## src/rtl/text_mode_renderer.sv

```systemverilog
// rtl/text_mode_renderer.sv - three-stage text-mode pixel pipeline: cell lookup, glyph fetch, colour select
// S0 addresses VRAM, S1 addresses the font ROM, S2 picks the colour; pixel_color appears 3 cycles after its coordinate.
module text_mode_renderer #(
  parameter int CHAR_WIDTH   = 8,
  parameter int CHAR_HEIGHT  = 16,
  parameter int COLS         = 80,
  parameter int ROWS         = 30,
  parameter int COORD_W      = 10,
  parameter int VRAM_AW      = 12,
  parameter int ROM_AW       = 12,
  parameter int BLINK_FRAMES = 32
) (
  input  logic                  clk,
  input  logic                  rst_n,
  input  logic [COORD_W-1:0]    pixel_x,
  input  logic [COORD_W-1:0]    pixel_y,
  input  logic                  pixel_valid,
  input  logic                  frame_start,
  input  logic [4:0]            row_offset,
  input  logic                  cursor_enable,
  input  logic [VRAM_AW-1:0]    cursor_addr,
  input  logic [7:0]            border_color,
  output logic                  vram_rd_en,
  output logic [VRAM_AW-1:0]    vram_addr,
  input  logic [7:0]            vram_char,
  input  logic [15:0]           vram_attr,
  output logic                  rom_rd_en,
  output logic [ROM_AW-1:0]     rom_addr,
  input  logic [CHAR_WIDTH-1:0] rom_data,
  output logic [7:0]            pixel_color,
  output logic                  pixel_out_valid
);
  localparam int CW_LOG = $clog2(CHAR_WIDTH);
  localparam int CH_LOG = $clog2(CHAR_HEIGHT);
  localparam int XW = (CW_LOG > 0) ? CW_LOG : 1;
  localparam int LW = (CH_LOG > 0) ? CH_LOG : 1;
  localparam int BW = (BLINK_FRAMES > 1) ? $clog2(BLINK_FRAMES) : 1;
  localparam logic [31:0] ACT_W = 32'(COLS * CHAR_WIDTH);
  localparam logic [31:0] ACT_H = 32'(ROWS * CHAR_HEIGHT);

  logic [4:0]         off_q, off_d;
  logic               cursor_en_q;
  logic [VRAM_AW-1:0] cursor_addr_q;
  logic [BW-1:0]      blink_cnt_q, blink_cnt_d;
  logic               blink_q, blink_d;

  logic               v1_q, act1_q, cur1_q;
  logic [XW-1:0]      xoff1_q;
  logic [LW-1:0]      line1_q;
  logic [7:0]         bord1_q;
  logic               v2_q, act2_q, cur2_q;
  logic [XW-1:0]      xoff2_q;
  logic [7:0]         bord2_q, fg2_q, bg2_q;
  logic               valid_q;
  logic [7:0]         color_q, color_d;

  logic [31:0]        col_w, srow_w, line_w, vrow_w, vcell_w, scell_w;
  logic               act1_d, cur1_d;
  logic [XW-1:0]      xoff1_d;
  logic [LW-1:0]      line1_d;
  logic [CHAR_WIDTH-1:0] glyph_sh;

  // Cursor qualification is folded in at S0 so a pixel sees the sampled state of its own cycle.
  always_comb begin
    col_w   = 32'(pixel_x) >> CW_LOG;
    srow_w  = 32'(pixel_y) >> CH_LOG;
    line_w  = 32'(pixel_y) & 32'(CHAR_HEIGHT - 1);
    vrow_w  = srow_w + 32'(off_q);
    if (vrow_w >= 32'(ROWS)) vrow_w = vrow_w - 32'(ROWS);
    vcell_w = vrow_w * 32'(COLS) + col_w;
    scell_w = srow_w * 32'(COLS) + col_w;
    act1_d  = (32'(pixel_x) < ACT_W) && (32'(pixel_y) < ACT_H);
    xoff1_d = XW'(32'(pixel_x) & 32'(CHAR_WIDTH - 1));
    line1_d = LW'(line_w);
    cur1_d  = cursor_en_q & blink_q & (scell_w == 32'(cursor_addr_q)) &
              ((CHAR_HEIGHT < 2) || (line_w >= 32'(CHAR_HEIGHT - 2)));
  end

  assign vram_rd_en = pixel_valid & act1_d;
  assign vram_addr  = vram_rd_en ? VRAM_AW'(vcell_w) : '0;
  assign rom_rd_en  = v1_q & act1_q;
  assign rom_addr   = rom_rd_en ? ROM_AW'(32'(vram_char) * 32'(CHAR_HEIGHT) + 32'(line1_q)) : '0;

  always_comb begin
    glyph_sh = rom_data << xoff2_q;
    if (!act2_q)                          color_d = bord2_q;
    else if (cur2_q | glyph_sh[CHAR_WIDTH-1]) color_d = fg2_q;
    else                                  color_d = bg2_q;
  end

  always_comb begin
    off_d       = off_q;
    blink_cnt_d = blink_cnt_q;
    blink_d     = blink_q;
    if (frame_start) begin
      off_d = (32'(row_offset) < 32'(ROWS)) ? row_offset : 5'd0;
      if (32'(blink_cnt_q) == 32'(BLINK_FRAMES - 1)) begin
        blink_cnt_d = '0;
        blink_d     = ~blink_q;
      end else begin
        blink_cnt_d = BW'(blink_cnt_q + 1'b1);
      end
    end
  end

  always_ff @(posedge clk or negedge rst_n) begin
    if (!rst_n) begin
      off_q <= '0; cursor_en_q <= 1'b0; cursor_addr_q <= '0;
      blink_cnt_q <= '0; blink_q <= 1'b1;
      v1_q <= 1'b0; act1_q <= 1'b0; cur1_q <= 1'b0; xoff1_q <= '0; line1_q <= '0; bord1_q <= '0;
      v2_q <= 1'b0; act2_q <= 1'b0; cur2_q <= 1'b0; xoff2_q <= '0; bord2_q <= '0;
      fg2_q <= '0; bg2_q <= '0;
      valid_q <= 1'b0; color_q <= '0;
    end else begin
      off_q       <= off_d;
      blink_cnt_q <= blink_cnt_d;
      blink_q     <= blink_d;
      if (frame_start) begin
        cursor_en_q   <= cursor_enable;
        cursor_addr_q <= cursor_addr;
      end
      v1_q    <= pixel_valid;
      act1_q  <= act1_d;
      cur1_q  <= cur1_d;
      xoff1_q <= xoff1_d;
      line1_q <= line1_d;
      bord1_q <= border_color;
      v2_q    <= v1_q;
      act2_q  <= act1_q;
      cur2_q  <= cur1_q;
      xoff2_q <= xoff1_q;
      bord2_q <= bord1_q;
      fg2_q   <= vram_attr[15:8];
      bg2_q   <= vram_attr[7:0];
      valid_q <= v2_q;
      if (v2_q) color_q <= color_d;
    end
  end

  assign pixel_color     = color_q;
  assign pixel_out_valid = valid_q;
endmodule

```

## config.mk

```make
export PLATFORM = sky130hd
export DESIGN_NAME = text_mode_renderer
export DESIGN_NICKNAME = d
export VERILOG_FILES = /design/src/rtl/text_mode_renderer.sv
export SDC_FILE = /design/constraint.sdc
export NUM_CORES = 1
export LEC_CHECK = 0
export CAP_MARGIN = 10
export CELL_PAD_IN_SITES_DETAIL_PLACEMENT = 0
export CELL_PAD_IN_SITES_GLOBAL_PLACEMENT = 1
export CORE_ASPECT_RATIO = 1.25
export CORE_MARGIN = 4
export CORE_UTILIZATION = 37
export CTS_CLUSTER_DIAMETER = 60
export DETAILED_ROUTE_END_ITERATION = 16
export GPL_TIMING_DRIVEN = 0
export PLACE_DENSITY = 0.85
export SETUP_SLACK_MARGIN = 0.2
export SLEW_MARGIN = 20
export SYNTH_ARGS = -nofsm -noshare
export SYNTH_HDL_FRONTEND = slang
export SYNTH_SLANG_ARGS = --single-unit
export TNS_END_PERCENT = 50
```

## constraint.sdc

```tcl
create_clock -name clk -period 8.1 [get_ports clk]
set_input_delay 1.62 -clock clk [delete_from_list [all_inputs] [get_ports clk]]
set_output_delay 1.62 -clock clk [all_outputs]
set_load 0.1 [all_outputs]
```

==> results of run 1 <==
[critical path, stage by stage]
cell	delay, ns
clkdlybuf4s50_1	0.52
ha_1	0.42
nand4_1	0.16
a21bo_2	0.27
o31a_1	0.37
nor2_4	0.16
mux2_2	0.37
ha_1	0.30
inv_1	0.06
fa_1	0.45
nor2b_1	0.13
o21ai_0	0.10
nor3b_2	0.18
o2111a_1	0.23
or3_1	0.34
mux2i_4	0.18
buf_12	0.20
[final cells by class]
| type | count | area, um^2 |
|---|---|---|
| Fill cell | 909 | 4828 |
| Multi-Input combinational cell | 242 | 2083 |
| Sequential cell | 81 | 2028 |
| Timing Repair Buffer | 118 | 1209 |
| Clock buffer | 10 | 239.0 |
| Tap cell | 132 | 165.2 |
| Clock inverter | 6 | 115.1 |
| Inverter | 20 | 75.07 |
| Buffer | 8 | 30.03 |
[synthesized netlist by cell type (2+ instances only)]
cell       instances  area, um^2
o21ai_0           18       90.09
buf_1              4       15.01
ha_1              31       387.9
a21boi_0           2       15.01
mux2i_1           11       110.1
nor2b_1            8       50.05
a21oi_1           14       70.07
nor3_1             3       15.01
nor2_1            19       71.32
xor2_1             7       61.31
and3_1            18       112.6
inv_1             20       75.07
nand3_1            8       40.04
a21o_1             6       45.04
fa_1               5       100.1
and2_1             2       12.51
nand4_1            6       37.54
mux4_2             2       45.04
dfrtp_1           80        2002
mux2_2            24       270.3
nor3b_1            5       37.54
a211oi_1           2       15.01
nand2b_1           3       18.77
xnor2_1           22       192.7
nand2_1            6       22.52
clkbuf_1           4       15.01
a2111oi_0          2       17.52
or3_1              2       12.51
nand3b_1           2       15.01
[state kept, by name (all words and copies together) (netlist names)]
name	cells
act2_q	1
act1_q	1
cur1_q	1
v2_q	1
xoff1_q	3
v1_q	1
cursor_en_q	1
blink_cnt_q	5
bg2_q	8
bord1_q	8
pixel_color	8
line1_q	4
bord2_q	8
xoff2_q	3
cursor_addr_q	12
off_q	5
cur2_q	1
fg2_q	8
blink_q	1
pixel_out_valid	1
[metrics by stage]
stage	instance area [um^2]	setup slack, ns	util (%)	hold WS [ns]	instances
global placement	5488	-0.9965	50.94	0.3331	599
floorplan	4161	0.1638	-	0.3312	351
CTS	5878	0.07471	54.56	0.3478	617
global route	5944	0.1953	55.18	0.3596	617
finish	5944	0.4052	55.18	0.3475	617
detailed placement	5513	-1.073	51.17	0.3358	600
[worst paths after layout]
check,start,endpoint,slack [ns]
hold / removal,bord1_q[4],bord2_q[4],0.35
min in group asynchronous,rst_n,line1_q[0],1.23
setup reg to reg,xoff2_q[0],pixel_color[2],5.75
setup / recovery,pixel_y[8],vram_addr[11],0.41
max in group asynchronous,rst_n,bg2_q[4],6.30
hold reg to reg,bord1_q[4],bord2_q[4],0.35
[cells by family after synthesis]
group / after synthesis
AO/OA/AOI/OAI: 52
XOR/XNOR: 30
adder cells (fa/ha/maj): 36
buffers and inverters: 28
flip-flops: 81
multiplexers: 37
AND/OR/NAND/NOR: 87
[what timing repair did]
| item | 4_1_cts | 5_1_grt |
|---|---|---|
| setup endpoints to repair | 6 | 6 |
| setup buffers | 1 | 0 |
| resized for setup | 22 | 12 |
| pin swaps | 1 | 2 |
| endpoints found under the hold margin | 0 | 0 |
[routing by layer]
metal	vias to the layer above	routed length, um
met5	-	0
li1	1495	-
met4	0	87
met1	1495	3839
met2	82	5200
met3	9	514
[power breakdown]
part	total (uW)	internal, uW	leakage [uW]	switching, uW
Combinational	598	247	0.00151	350
Sequential	471	446	0.000953	25.3
Clock	466	310	0.000169	156
Total	1530	1000	0.00263	531
==> impl_results.md, run 1 <==
* Status: finished clean
* Worst Hold Depth at 0
* Met2 usage at 27.83%
* Startpoint class of the critical path: primary input
* Worst hold path type: reg2reg
* Global routing usage on met1 at 17.48%
* Clock Root Buffer: clkbuf_16
* Starting Density at about two fifths
* Endpoints failing hold at 0
* IO Count at approximately 120
* Largest family of logic cells by synthesized area: simple AND/OR/NAND/NOR gates
* Routed vias/inst at 4.994
* Post-synth EDFFs at 0
* Mux share of post-synthesis cell area at roughly a tenth
* Least-Margin Pin Slew at around 0.99 ns
* Critical Path Sink Type: output port
* Cells after Synth at ~350
* DR iter-0 viols at 97
* Final Routed Wirelength at ~9600 um
* Fin nets at 598
* Post-layout total power at 1535 uW
* Share of cells above drive strength 1 at roughly an eighth
* Largest net degree at the start of global routing at 52
* H-Tree Depth at 3
* GP Congestion at 0.7512
* Gr ovfl total at 0
* Post-Synth XOR/XNOR Area at ~6.7%
* Site Rows at 42
* Min Tclk post-route at ~7.7 ns
* Port Buf Inserts at approximately 120
* Vias at 3081
* Setup-failing EPs final at 0
* Remaining antenna violation count after routing at 0
* Detailed placement HPWL at ~7700 um
* DIE WIDTH at 102.7 um
* Clk pin slew, worst setup/hold paths at 0.06 ns
* Syn_area_per_cell at approximately 12 um^2
* Max cap viols at 0
* Clock Tree Buf Depth at 2
* Clock latency on the worst-skew pair at between 0.3 and 0.4 ns
* FF-to-FF path depth at 6
* Post-synthesis simple-gate area fraction at a little under an eighth
* Remaining DRCs at 0
* Vias in the first global route at 3300
* Cts hold-fix bufs at 0
* Slew Viols, Final at 0
* Yosys Warn Count at 0
* CTS tree: built
* Leak at between 0.002 and 0.003 uW
* Max FO, Critical Path at 6
* Met3 usage at approximately 2.9%
* Total track usage at 15.06%
* Synth Area in Adders at a little under an eighth
* Synth async-reset ratio at 100.0%
* Unrepaired setup endpoints after global routing: no
* Max rail drop VDD at approximately 0.00025 V
* Compound-cell area share of the yosys netlist at 8.082%
* Worst Path Required at roughly 6.5 ns
* Setup CP Type: in2out
* Initial antenna violation count at 0
* First-pass GRT wire length at ~16000 um
* Area grow syn2layout at 43.28%
* Syn Std Cell Area at approximately 4100 um^2
* N_diodes at 0
* Slew margin rel. at 33.78%
* Synth cell types at between 40 and 50
* Area of the core at around 11000 um^2
* Tcrit/Tclk final at between 90% and 100%
* Worst Path Arrival at 6.07 ns
* Clk sink count at just over 80
* Top Usage Layer GRT: met2
* Die area at between 10000 and 15000 um^2
* Predominant post-synthesis flop cell: dfrtp_1
* FF+latch count, synth at 81
* Sequential share of the synthesized area at 48.88%
* Die H at ~130 um
* Routed len/inst at roughly 16 um
* Max Fclk at about 130 MHz
* Most frequent cells in the layout: clkdlybuf4s50_1, dfrtp_1, ha_1
* Setup TNS at 0 ns
* Num CTS Buffers at 9
* Clk_skew at ~0.0054 ns
* Most common cell after layout, fill and taps aside: clkdlybuf4s50_1
* Pre-Repair DR Iteration Count at 4
* Mapped Nets at between 400 and 500
* Power Dens Cells at around 260 nW/um^2
Power figures use the tool's default switching activity.
==> inputs of run 2 (changes only) <==
- ABC_CLOCK_PERIOD_IN_PS: unset -> 8100
==> results of run 2 <==
Same layout as run 1: the final DEF is identical, and so are final timing and power.
